File: src/rtl/divider_pkg.sv
// Shared types for the multi-cycle DIV/DIVU unit: state encoding, operand/result
// bundles and the signed-magnitude helper used when an operation is loaded.
package divider_pkg;

    localparam int CPU_DATA_WIDTH    = 32;
    localparam int DIVIDE_ITERATIONS = CPU_DATA_WIDTH;

    typedef logic [CPU_DATA_WIDTH-1:0] CpuData;

    typedef enum logic [1:0] {
        WAITING_STATE,
        LOAD_STATE,
        DIVIDE_STATE,
        RETURN_STATE
    } State;

    typedef struct packed {
        logic   is_signed;
        CpuData dividend;
        CpuData divisor;
    } DivideRequest;

    typedef struct packed {
        CpuData quotient;
        CpuData remainder;
    } DivideResult;

    // Absolute value of a two's complement operand; unsigned operands pass through.
    function automatic CpuData magnitude(input CpuData value, input logic is_signed);
        return (is_signed && value[CPU_DATA_WIDTH-1]) ? -value : value;
    endfunction

endpackage

File: src/rtl/divider_iteration.sv
// One restoring-division step: shift the partial remainder left, trial-subtract
// the divisor and shift the resulting quotient bit into the low half.
module divider_iteration #(
    parameter int DATA_WIDTH = 32
) (
    input  logic [2*DATA_WIDTH-1:0] partial_remainder,
    input  logic [DATA_WIDTH-1:0]   divisor_magnitude,
    output logic [2*DATA_WIDTH-1:0] next_partial_remainder,
    output logic                    quotient_bit
);

    logic [DATA_WIDTH:0]   trial;
    logic [DATA_WIDTH-1:0] difference;

    // The shifted-out top bit is kept in trial so the compare sees DATA_WIDTH+1 bits;
    // the difference always fits in DATA_WIDTH bits because it is below the divisor.
    always_comb begin
        trial        = partial_remainder[2*DATA_WIDTH-1:DATA_WIDTH-1];
        difference   = trial[DATA_WIDTH-1:0] - divisor_magnitude;
        quotient_bit = (trial >= {1'b0, divisor_magnitude});
        if (quotient_bit) begin
            next_partial_remainder = {difference, partial_remainder[DATA_WIDTH-2:0], 1'b1};
        end else begin
            next_partial_remainder = {trial[DATA_WIDTH-1:0], partial_remainder[DATA_WIDTH-2:0], 1'b0};
        end
    end

endmodule

File: src/rtl/divider.sv
// Radix-2 restoring divider for MIPS DIV/DIVU: one operation in flight,
// WAITING -> LOAD -> DIVIDE (ITERATIONS cycles) -> RETURN handshake with EX.
module divider
    import divider_pkg::*;
#(
    parameter int DATA_WIDTH = CPU_DATA_WIDTH,
    parameter int ITERATIONS = DATA_WIDTH
) (
    input  logic                  clock,
    input  logic                  reset_n,
    input  logic                  flush,
    input  logic                  divide_valid,
    input  logic                  divide_signed,
    input  logic [DATA_WIDTH-1:0] dividend,
    input  logic [DATA_WIDTH-1:0] divisor,
    output logic                  divide_ready,
    output logic                  result_valid,
    input  logic                  result_ready,
    output logic [DATA_WIDTH-1:0] quotient,
    output logic [DATA_WIDTH-1:0] remainder
);

    localparam int COUNT_WIDTH = (ITERATIONS > 1) ? $clog2(ITERATIONS) : 1;

    State                    state;
    DivideRequest            request;
    CpuData                  divisor_magnitude;
    logic                    quotient_negative;
    logic                    remainder_negative;
    logic                    divide_by_zero;
    logic [COUNT_WIDTH-1:0]  counter;
    logic [2*DATA_WIDTH-1:0] partial_remainder;
    logic [2*DATA_WIDTH-1:0] next_partial_remainder;
    logic                    quotient_bit;
    CpuData                  quotient_magnitude;
    CpuData                  remainder_magnitude;
    DivideResult             final_result;

    divider_iteration #(
        .DATA_WIDTH(DATA_WIDTH)
    ) iteration (
        .partial_remainder     (partial_remainder),
        .divisor_magnitude     (divisor_magnitude),
        .next_partial_remainder(next_partial_remainder),
        .quotient_bit          (quotient_bit)
    );

    assign quotient_magnitude  = {next_partial_remainder[DATA_WIDTH-1:1], quotient_bit};
    assign remainder_magnitude = next_partial_remainder[2*DATA_WIDTH-1:DATA_WIDTH];

    // Division by zero bypasses sign correction so the result is the same for DIV and DIVU.
    always_comb begin
        final_result = '0;
        if (divide_by_zero) begin
            final_result.quotient  = '1;
            final_result.remainder = request.dividend;
        end else begin
            final_result.quotient  = quotient_negative  ? -quotient_magnitude  : quotient_magnitude;
            final_result.remainder = remainder_negative ? -remainder_magnitude : remainder_magnitude;
        end
    end

    // Handshake flags are registered alongside the state so they track it exactly.
    always_ff @(posedge clock) begin
        if (!reset_n) begin
            state              <= WAITING_STATE;
            divide_ready       <= 1'b1;
            result_valid       <= 1'b0;
            quotient           <= '0;
            remainder          <= '0;
            counter            <= '0;
            partial_remainder  <= '0;
            request            <= '0;
            divisor_magnitude  <= '0;
            quotient_negative  <= 1'b0;
            remainder_negative <= 1'b0;
            divide_by_zero     <= 1'b0;
        end else if (flush) begin
            state        <= WAITING_STATE;
            divide_ready <= 1'b1;
            result_valid <= 1'b0;
        end else begin
            case (state)
                WAITING_STATE: begin
                    if (divide_valid) begin
                        request.is_signed <= divide_signed;
                        request.dividend  <= dividend;
                        request.divisor   <= divisor;
                        divide_ready      <= 1'b0;
                        state             <= LOAD_STATE;
                    end
                end
                LOAD_STATE: begin
                    divisor_magnitude  <= magnitude(request.divisor, request.is_signed);
                    partial_remainder  <= {{DATA_WIDTH{1'b0}},
                                           magnitude(request.dividend, request.is_signed)};
                    quotient_negative  <= request.is_signed &
                                          (request.dividend[DATA_WIDTH-1] ^ request.divisor[DATA_WIDTH-1]);
                    remainder_negative <= request.is_signed & request.dividend[DATA_WIDTH-1];
                    divide_by_zero     <= (request.divisor == '0);
                    counter            <= COUNT_WIDTH'(ITERATIONS - 1);
                    state              <= DIVIDE_STATE;
                end
                DIVIDE_STATE: begin
                    partial_remainder <= next_partial_remainder;
                    if (counter == '0) begin
                        quotient     <= final_result.quotient;
                        remainder    <= final_result.remainder;
                        result_valid <= 1'b1;
                        state        <= RETURN_STATE;
                    end else begin
                        counter <= counter - 1'b1;
                    end
                end
                RETURN_STATE: begin
                    if (result_ready) begin
                        result_valid <= 1'b0;
                        divide_ready <= 1'b1;
                        state        <= WAITING_STATE;
                    end
                end
                default: begin
                    state        <= WAITING_STATE;
                    divide_ready <= 1'b1;
                    result_valid <= 1'b0;
                end
            endcase
        end
    end

endmodule

File: config.mk
export PLATFORM = sky130hd
export DESIGN_NAME = divider
export DESIGN_NICKNAME = d
export VERILOG_FILES = /design/src/rtl/divider_pkg.sv /design/src/rtl/divider_iteration.sv /design/src/rtl/divider.sv
export SDC_FILE = /design/constraint.sdc
export NUM_CORES = 1
export LEC_CHECK = 0
export BUFFER_PORTS_ARGS = -buffer_cell sky130_fd_sc_hd__buf_2
export CELL_PAD_IN_SITES_DETAIL_PLACEMENT = 0
export CELL_PAD_IN_SITES_GLOBAL_PLACEMENT = 1
export CORE_UTILIZATION = 35
export DETAILED_ROUTE_END_ITERATION = 10
export MAX_ROUTING_LAYER = met4
export PLACE_DENSITY_LB_ADDON = 0.1
export SYNTH_ARGS = -nofsm -noshare
export SYNTH_HDL_FRONTEND = slang
export SYNTH_HIERARCHICAL = 1
export SYNTH_SLANG_ARGS = --single-unit
File: constraint.sdc
create_clock -name clock -period 5.7 [get_ports clock]
set_input_delay 0.57 -clock clock [delete_from_list [all_inputs] [get_ports clock]]
set_output_delay 0.57 -clock clock [all_outputs]
set_load 0.005 [all_outputs]
# [Word-level counts from Yosys, hierarchy flattened]
# Cells that the tools add are included.
[totals] word_cells=69 ff_bits=237 inputBits=70
[op_classes] eq_ne=7 bitwise_logic=5 n_addsub=6 mux=19 n_lt_le_gt_ge=1 n_reduce_logical=17
[ops] op="two-way mux 32 bit" n=4
[ops] op="two-way mux 64 bit" n=2
[ops] op="negation 32 bit" n=4
[ops] op="case mux 64 bit (2 select lines)" n=1
[ops] op=">= comparator 33 x 32 -> 1 bit" n=1
[ops] op="zero test 32 bit" n=1
[ops] op="subtractor 32 bit" n=1
[ops] op="AND reduction 3 bit" n=6
[ops] op="case mux 5 bit (2 select lines)" n=1
[ops] op="!= test 2 bit (second input constant)" n=4
[ops] op="case mux 2 bit (4 select lines)" n=1
[ops] op="two-way mux 2 bit" n=3
[ops] op="nonzero test 2 bit" n=3
[ops] op="zero test 5 bit" n=1
[ops] op="two-way mux 5 bit" n=1
[ops] op="subtractor 5 x 1 -> 5 bit (second input constant)" n=1
[ops] op="== test 2 bit (second input constant)" n=2
[ops] op="two-way mux 1 bit" n=4
[ops] op="case mux 1 bit (2 select lines)" n=2
[ops] op="AND reduction 2 bit" n=2
[ops] op="AND 1 bit" n=2
[ops] op="== test 2 x 1 -> 1 bit (second input constant)" n=1
[ops] op="logical AND 1 bit" n=2
[ops] op="zero test 2 bit" n=1
[ops] op="3 further kinds" n=4

# [Logic depth before layout (Yosys ltp)]
# Gate-level depths: netlist (run 1).
[depth] word_depth=5 depth_mapped=22

# [By module]
# The synthesis (run 1) kept the hierarchy.
[by_module_without_submodules] mod="divider" seq_area_each_um2=4744.6 cells_per_inst=1459 area_each_um2=11497.3 n_inst=1
[by_module_without_submodules] mod="divider_iteration" seq_area_each_um2=0.0 cells_per_inst=355 area_each_um2=2571.2 n_inst=1

# [Worst setup path after synthesis (run 1)]
# Ideal clock, no wire load.
[synth_timing] kind="flip-flop to flip-flop" startpoint="reg divisor_magnitude[7]" endpoint="reg quotient[31]" period_less_slack_ns=4.648 path_stages_with_launch=20 path_buffers=3 path_slack_ns=1.052 t_arrival_ns=4.544 path_cell_list="dfxtp_1 -> inv_1 -> ha_1 -> a21oi_2 -> a211oi_1 -> or3_4 -> nor4b_4 -> o21ai_2 -> a31oi_4 -> o21a_4 -> inv_2 -> buf_6 -> buf_12 -> or2_1 -> or4_1 -> buf_2 -> or4_4 -> o311ai_2 -> o41ai_1 -> a2111oi_2"
[synth_via] elab_chain_cells=4
[synth_lines] element="start, declared" line="divider.sv:27" text="CpuData divisor_magnitude;"
[synth_lines] element="start signal, assigned" line="divider.sv:94" text="divisor_magnitude <= magnitude(request.divisor, request.is_signed);"
[synth_lines] element=">= comparator 33 x 32 -> 1 bit" line="divider_iteration.sv:20" text="quotient_bit = (trial >= {1'b0, divisor_magnitude});"
[synth_lines] element="net quotient_bit" line="divider.sv:34" text="logic quotient_bit;"
[synth_lines] element="negation 32 bit" line="divider.sv:58" text="final_result.quotient = quotient_negative ? -quotient_magnitude : quotient_magnitude;"
[synth_lines] element="two-way mux 32 bit" line="divider.sv:58"
[synth_lines] element="two-way mux 64 bit" line="divider.sv:54" text="if (divide_by_zero) begin"
[synth_lines] element="end signal, assigned" line="divider.sv:107" text="quotient <= final_result.quotient;"
[synth_lines] element="end, declared" line="divider.sv:19" text="output logic [DATA_WIDTH-1:0] quotient,"
# The timed path passes the listed nets, and every way through them passes these cells.
# A chain may end at the register's enable or synchronous reset.

# [Worst setup path in the final report (run 1)]
[layout_timing] startpoint="reg divisor_magnitude[11]" endpoint="reg remainder[25]"
[layout_via] elab_chain_cells=5 elab_cells_between_ends=6
[layout_lines] element=">= comparator 33 x 32 -> 1 bit" line="divider_iteration.sv:20"
[layout_lines] element="net quotient_bit" line="divider.sv:34"
[layout_lines] element="two-way mux 64 bit" line="divider_iteration.sv:21" text="if (quotient_bit) begin"
[layout_lines] element="net next_partial_remainder[50]" line="divider.sv:33" text="logic [2*DATA_WIDTH-1:0] next_partial_remainder;"
[layout_lines] element="negation 32 bit" line="divider.sv:59" text="final_result.remainder = remainder_negative ? -remainder_magnitude : remainder_magnitude;"
[layout_lines] element="two-way mux 32 bit" line="divider.sv:59"
[layout_lines] element="two-way mux 64 bit" line="divider.sv:54"
[layout_lines] element="end signal, assigned" line="divider.sv:108" text="remainder <= final_result.remainder;"
[layout_lines] element="end, declared" line="divider.sv:20" text="output logic [DATA_WIDTH-1:0] remainder"
# The timed path passes the listed nets, and every way through them passes these cells.

==> reports/qor.yml, run 1 <==
status:
  status: "complete, no violations"
synthesis:
  synth_top_flop_cell: "sky130_fd_sc_hd__dfxtp_1"
  async_flop_share: 0
  synth.top_cells.by_count: "sky130_fd_sc_hd__nand2_1, sky130_fd_sc_hd__dfxtp_1, sky130_fd_sc_hd__a21oi_1, sky130_fd_sc_hd__nor2_1, sky130_fd_sc_hd__clkbuf_1"
  synthesis.area_um2: 14100
  yosysTopAreaCell: "sky130_fd_sc_hd__dfxtp_1"
  syn-num-nets: 1926
  synth.most_common_cell: "sky130_fd_sc_hd__nand2_1"
  yosys_warnings: 6
  synth.distinct_cells: 81
  synth_enable_flop_cells: 0
  synth.top_cell.area_share: 0.337
  ys_seq_area_frac: 0.337
  syn-instance-count: 1814
  ys_ff_latch: 237
  synth_top_area_cells: "sky130_fd_sc_hd__dfxtp_1, sky130_fd_sc_hd__a21oi_1, sky130_fd_sc_hd__nand2_1"
  postSynthAreaPerCell_um2: 7.76
worst_setup_path:
  reg2reg_from: "divisor_magnitude[11]$_SDFFE_PN0P_"
  cp_top_family: "simple AND/OR/NAND/NOR gates"
  path_max_fanout: 22
  critical-path-max-stage-delay_ns: 0.61
  worst_setup_path_start_kind: "flop"
  data_arrival_critical_path_ns: 5.70
  timing.critical_path.to_type: "flop"
  criticalPathCategory: "reg -> reg"
  cp.buffers_inverters: 2
  crit_required_ns: 6.14
  crit_slowest_cell: "sky130_fd_sc_hd__or4_1"
  crit_path_cell_trace: "inv_1, ha_1, nand4_1, nor3_1, o211ai_1, nor4b_4, o21ai_2, a31oi_4, o21a_4, inv_2, mux2_2, or4_1, nand4b_1, or3_1, o41ai_1, xor2_1, a21oi_1"
  critPathLaunch: "divisor_magnitude[11]$_SDFFE_PN0P_"
die:
  number_of_core_rows: 73
  dieArea_um2: 41000
  die_h_um: 202
  start_util: 0.354
  fp.dieW_um: 202
  fp.coreArea_um2: 39700
  boundaryPins: 136
clock_network:
  cts_root_buf: "sky130_fd_sc_hd__clkbuf_16"
  cts_max_level: 1
  clk_pin_slew_worst_paths_ns: 0.06
  insertion_delay_ns: 0.58
  cts-root-to-sink-buffers: 3
  clock_tree_from_tritoncts: "done"
  post_cts_hold_buffer_count: 0
  cts.sinks: 237
  cts.repair.resized: 0
  post-cts-setup-buffer-count: 0
  number_of_buffers_created_by_cts: 30
timing:
  final_min_period_over_clock_period: 0.922
  final_hold_viol_count: 0
  layout_min_cycle_time_ns: 5.25
  finalSetupTns_ns: 0
  max-slew-margin-rel: 0.301
  rsz0062_at_grt: "no"
  maxSlewViolCount: 0
  report.final.setup_viol: 0
  timing_worst_slew_pin_value_ns: 1.05
  setup_ws_ns: 0.446
  max_clk_rate_mhz: 190
  fin_skew_ns: 0.0191
power_and_ir_drop:
  pwr_density_cell_nw_per_um2: 312
  leakage_uw: 0.00614
  ir_drop_mv: 0.213
flow_run:
  maxCapViolations: 0
drt:
  num_vias: 13000
  remaining_drc_errors: 0
  first_pass_iters: 5
  drt-total-wl_um: 46800
  drt.antenna.violating_nets: 0
  avgRoutedWirePerCell_um: 19.5
  via_count_normalized_by_instance_count: 5.41
  detailedRoute.firstIterationViolations: 704
placed_design:
  detailedPlacementHpwl_um: 34300
  dp_cells: 2342
  port_buffer_count: 135
  dpl_cell_area_um2: 14900
  worst_setup_timing_slack_at_the_placement_stage_ns: 0.434
  gp_congestion: 0.864
hold_path:
  timing.hold.worst.start: "divisor[18]"
  hp-class: "in -> reg"
cells_and_area:
  design_area_um2: 15900
  post_route_cells_drive_above_1_share: 0.142
  post_layout_nonfiller_instances: 2397
  layout.nets: 1961
  area.growth.synth_to_final_pct: 13.1
  antenna_cells: 0
grt:
  grt-ovfl-total: 0
  grt_use_total: 0.232
  grt_first_pass_wirelength_um: 72300
  maximum_number_of_pins_on_one_net_before_global_route_repair: 77
  first_global_vias: 12400
  antenna_violations_before_repair: 0
-- worst register-to-register path: stages (launching register included) --
cell                       delay (ns)
sky130_fd_sc_hd__dfxtp_1         0.33
sky130_fd_sc_hd__inv_1           0.05
sky130_fd_sc_hd__ha_1            0.39
sky130_fd_sc_hd__nand4_1         0.22
sky130_fd_sc_hd__nor3_1          0.34
sky130_fd_sc_hd__o211ai_1        0.18
sky130_fd_sc_hd__nor4b_4         0.18
sky130_fd_sc_hd__o21ai_2         0.19
sky130_fd_sc_hd__a31oi_4         0.13
sky130_fd_sc_hd__o21a_4          0.27
sky130_fd_sc_hd__inv_2           0.44
sky130_fd_sc_hd__mux2_2          0.44
sky130_fd_sc_hd__or4_1           0.61
sky130_fd_sc_hd__nand4b_1        0.35
sky130_fd_sc_hd__or3_1           0.42
sky130_fd_sc_hd__o41ai_1         0.32
sky130_fd_sc_hd__xor2_1          0.19
sky130_fd_sc_hd__a21oi_1         0.08
-- kinds of logic (layout without fill, tap and decap cells) --
family	after synthesis	after routing	synth area share
buf+inv	221	279	0.0695
simple gates	607	607	0.201
mux	51	51	0.0414
fa+ha+maj	42	42	0.0379
compound gates	526	526	0.232
xor+xnor	130	130	0.0809
flops	237	237	0.337
-- path summary, 6_finish.rpt --
kind                                      end  slack [ns]  depth (start not counted)
setup / recovery   remainder[25]$_SDFFE_PN0P_        0.45                         17
hold / removal       request[18]$_SDFFE_PN0P_        0.22                          3
setup reg to reg   remainder[25]$_SDFFE_PN0P_        0.45                         17
hold reg to reg   divide_by_zero$_SDFFE_PN0P_        0.45                          2
-- stage by stage --
stage	hold WS [ns]	power, µW	utilization
floorplan	0.434	2660	-
global placement	0.438	3020	0.375
detailed placement	0.445	3020	0.375
CTS	0.187	5020	0.400
global route	0.202	5210	0.400
finish	0.221	4970	0.400
-- flip-flops by register name, indices dropped and copies added (netlist names) --
name                cells
remainder              32
partial_remainder      64
request                65
quotient_negative       1
counter                 5
remainder_negative      1
divide_ready            1
state                   2
quotient               32
result_valid            1
divide_by_zero          1
divisor_magnitude      32
-- report_power, final --
part / internal (µW) / switching (µW) / total [µW]
registers: 1700 / 55.7 / 1760
logic: 464 / 772 / 1240
clock network: 1210 / 763 / 1980
total: 3380 / 1590 / 4970
-- cell usage in the layout (no fill, tap or decap), types with 24 or more instances in the layout --
cell,Yosys,layout
sky130_fd_sc_hd__dfxtp_1,237,236
sky130_fd_sc_hd__nand3_1,42,42
sky130_fd_sc_hd__nor3_1,33,32
sky130_fd_sc_hd__buf_4,32,24
sky130_fd_sc_hd__nand2_1,255,255
sky130_fd_sc_hd__ha_1,41,40
sky130_fd_sc_hd__inv_1,62,62
sky130_fd_sc_hd__o21ai_0,36,36
sky130_fd_sc_hd__clkbuf_16,0,30
sky130_fd_sc_hd__a22oi_1,36,36
sky130_fd_sc_hd__buf_2,3,135
sky130_fd_sc_hd__xor2_1,54,54
sky130_fd_sc_hd__nor2_1,128,124
sky130_fd_sc_hd__o21ai_1,71,71
sky130_fd_sc_hd__xnor2_1,76,76
sky130_fd_sc_hd__a21oi_1,199,199
-- final cells by class --
| cell class | count | area, µm² |
|---|---|---|
| Clock buffer | 44 | 853 |
| Clock inverter | 11 | 174 |
| Fill cell | 4179 | 23800 |
| Inverter | 65 | 246 |
| Multi-Input combinational cell | 1356 | 8380 |
| Sequential cell | 237 | 4750 |
| Tap cell | 525 | 657 |
| Timing Repair Buffer | 159 | 856 |
-- per-layer routing --
layer / global-route usage / vias to the layer above / part of all wire
li1: - / 6471 / -
met4: 0.0806 / 0 / 0.034
met5: - / - / 0
met2: 0.387 / 251 / 0.48
met3: 0.0283 / 74 / 0.040
met1: 0.287 / 6168 / 0.44
Note: power is estimated with default switching activity, not from simulation.
==> inputs of run 2 (changes only) <==
Settings changed: RECOVER_POWER from default to 25.
==> run 2 against run 1 <==
  * The run now ends with max-capacitance violations, max-slew violations left
  * Sequential power barely moved
  * Critical path depth unchanged
  * Worst setup slack gained 0.0068 ns
  * Total power about the same
  * Clock skew down 0.00086 ns
  * Largest cell class unchanged
  * Non-clock buffer count unchanged
  * Register-to-register slack is essentially flat
  * Highest routed layer unchanged
  * Maximum frequency up 0.13%
==> reports/qor.yml, run 2 (synthesized netlist as in run 1, its figures left out) <==
cells_and_area:
  area.growth.synth_to_final_pct: 12.7
  largest-register: "request"
  fillers: 4209
  layout.cells.most_common: "sky130_fd_sc_hd__nand2_1"
  number_of_flip_flops_in_the_largest_register: 65
  layout.core_utilization: 0.399
  post_route_cells_drive_above_1_share: 0.120
  antenna_cells: 0
  layout.cells.most_common_list: "sky130_fd_sc_hd__nand2_1, sky130_fd_sc_hd__dfxtp_1, sky130_fd_sc_hd__a21oi_1"
  biggestRegsByFlops: "request (65), partial_remainder (64)"
  layout.nets: 1961
  post_layout_nonfiller_instances: 2397
timing:
  timing_worst_slew_pin_value_ns: 3.81
  max_clk_rate_mhz: 191
  finalSetupTns_ns: 0
  finalHoldWorstSlack_ns: 0.220
  layout_min_cycle_time_ns: 5.25
  rsz0062_at_grt: "no"
  maxSlewViolCount: 253
  final_min_period_over_clock_period: 0.921
  max-slew-margin-rel: -1.54
  report.final.setup_viol: 0
  final_hold_viol_count: 0
  fin_skew_ns: 0.0183
placed_design:
  gp_congestion: 0.864
  detailedPlacementHpwl_um: 34300
  dp_cells: 2342
  port_buffer_count: 135
drt:
  drt.antenna.violating_nets: 0
  drt-total-wl_um: 46900
  via_count_normalized_by_instance_count: 5.39
  num_vias: 12900
  remaining_drc_errors: 0
  first_pass_iters: 5
  avgRoutedWirePerCell_um: 19.6
  detailedRoute.firstIterationViolations: 717
clock_network:
  cts_root_buf: "sky130_fd_sc_hd__clkbuf_16"
  cts.sinks: 237
  cts.repair.resized: 0
  cts-root-to-sink-buffers: 3
  clock_tree_from_tritoncts: "done"
  post_cts_hold_buffer_count: 0
  number_of_buffers_created_by_cts: 30
  insertion_delay_ns: 0.58
  clk_pin_slew_worst_paths_ns: 0.06
  post-cts-setup-buffer-count: 0
  cts_max_level: 1
die:
  boundaryPins: 136
  start_util: 0.354
  fp.coreArea_um2: 39700
  dieArea_um2: 41000
  fp.dieW_um: 202
  number_of_core_rows: 73
  die_h_um: 202
power_and_ir_drop:
  power.total_uw: 4970
  ir_drop_mv: 0.213
  pwr_density_cell_nw_per_um2: 314
  leakage_uw: 0.00596
worst_setup_path:
  reg2reg_slack_ns: 0.45
  data_arrival_critical_path_ns: 5.69
  criticalPathCategory: "reg -> reg"
  timing.critical_path.to_type: "flop"
  worst_setup_path_start_kind: "flop"
  path_max_fanout: 22
  reg2reg_from: "divisor_magnitude[11]$_SDFFE_PN0P_"
  critical_path.reg2reg.endpoint: "remainder[25]$_SDFFE_PN0P_"
  worst_r2r_path_depth: 17
  crit_required_ns: 6.14
grt:
  antenna_violations_before_repair: 0
  grt_first_pass_wirelength_um: 72300
  grt-ovfl-total: 0
  grt_use_total: 0.232
  maximum_number_of_pins_on_one_net_before_global_route_repair: 77
  first_global_vias: 12400
flow_run:
  maxCapViolations: 4
hold_path:
  hp-class: "in -> reg"
  timing.hold.worst_path_depth: 3
  hold-path-endpoint: "request[18]$_SDFFE_PN0P_"
  timing.hold.worst.start: "divisor[18]"
status:
  status: "complete, but fails checks"
  violated_checks: "max-capacitance violations, max-slew violations"
-- run 2: cell types whose count changed in the layout (fill, tap and decap cells not counted) --
| cell | previous run | this run |
|---|---|---|
| sky130_fd_sc_hd__clkbuf_1 | 9 | 51 |
| sky130_fd_sc_hd__buf_4 | 24 | 20 |
| sky130_fd_sc_hd__and2_1 | 5 | 4 |
| sky130_fd_sc_hd__and2_0 | 0 | 1 |
| sky130_fd_sc_hd__buf_2 | 135 | 97 |
-- run 2: worst max-delay path by stage --
stage	start	endpoint	slack, ns	cells after the start
detailed placement	divisor_magnitude[11]$_SDFFE_PN0P_	remainder[25]$_SDFFE_PN0P_	0.43	17
finish	divisor_magnitude[11]$_SDFFE_PN0P_	remainder[25]$_SDFFE_PN0P_	0.45	17
floorplan	divisor_magnitude[7]$_SDFFE_PN0P_	quotient[31]$_SDFFE_PN0P_	1.05	19
CTS	divisor_magnitude[11]$_SDFFE_PN0P_	remainder[25]$_SDFFE_PN0P_	0.43	17
global placement	divisor_magnitude[11]$_SDFFE_PN0P_	remainder[25]$_SDFFE_PN0P_	0.62	17
global route	divisor_magnitude[11]$_SDFFE_PN0P_	remainder[25]$_SDFFE_PN0P_	0.07	18
-- run 2: report_power, final --
| part | total, µW | switching, µW | internal, µW |
|---|---|---|---|
| clock network | 1980 | 767 | 1210 |
| logic | 1230 | 771 | 464 |
| registers | 1760 | 55.5 | 1700 |
| total | 4970 | 1590 | 3380 |
-- run 2: metal layers --
layer / global-route usage / routed length, µm / up-vias
li1: - / - / 6477
met1: 0.287 / 20800 / 6145
met2: 0.387 / 22500 / 234
met3: 0.0283 / 1970 / 72
met4: 0.0806 / 1560 / 0
met5: - / 0 / -
-- run 2: through the flow --
| step | setup WS [ns] | instance area [µm²] |
|---|---|---|
| 6_report | 0.452 | 15800 |
| 5_1_grt | 0.0682 | 15800 |
| 4_1_cts | 0.426 | 15900 |
| 3_5_place_dp | 0.434 | 14900 |
| 3_3_place_gp | 0.619 | 14900 |
| 2_1_floorplan | 1.05 | 14100 |
-- run 2: cell type report --
class                           count  area [µm²]  area share
Sequential cell                   237        4750       0.299
Clock inverter                     11         174      0.0110
Clock buffer                       44         853      0.0538
Inverter                           65         246      0.0156
Tap cell                          525         657      0.0414
Timing Repair Buffer              159         793      0.0501
Multi-Input combinational cell   1356        8380       0.529
-- run 2: critical path: stages (launching register included) --
cell	delay, ns
sky130_fd_sc_hd__dfxtp_1	0.33
sky130_fd_sc_hd__inv_1	0.05
sky130_fd_sc_hd__ha_1	0.40
sky130_fd_sc_hd__nand4_1	0.22
sky130_fd_sc_hd__nor3_1	0.34
sky130_fd_sc_hd__o211ai_1	0.18
sky130_fd_sc_hd__nor4b_4	0.18
sky130_fd_sc_hd__o21ai_2	0.19
sky130_fd_sc_hd__a31oi_4	0.13
sky130_fd_sc_hd__o21a_4	0.27
sky130_fd_sc_hd__inv_2	0.43
sky130_fd_sc_hd__mux2_2	0.44
sky130_fd_sc_hd__or4_1	0.61
sky130_fd_sc_hd__nand4b_1	0.35
sky130_fd_sc_hd__or3_1	0.42
sky130_fd_sc_hd__o41ai_1	0.32
sky130_fd_sc_hd__xor2_1	0.19
sky130_fd_sc_hd__a21oi_1	0.08
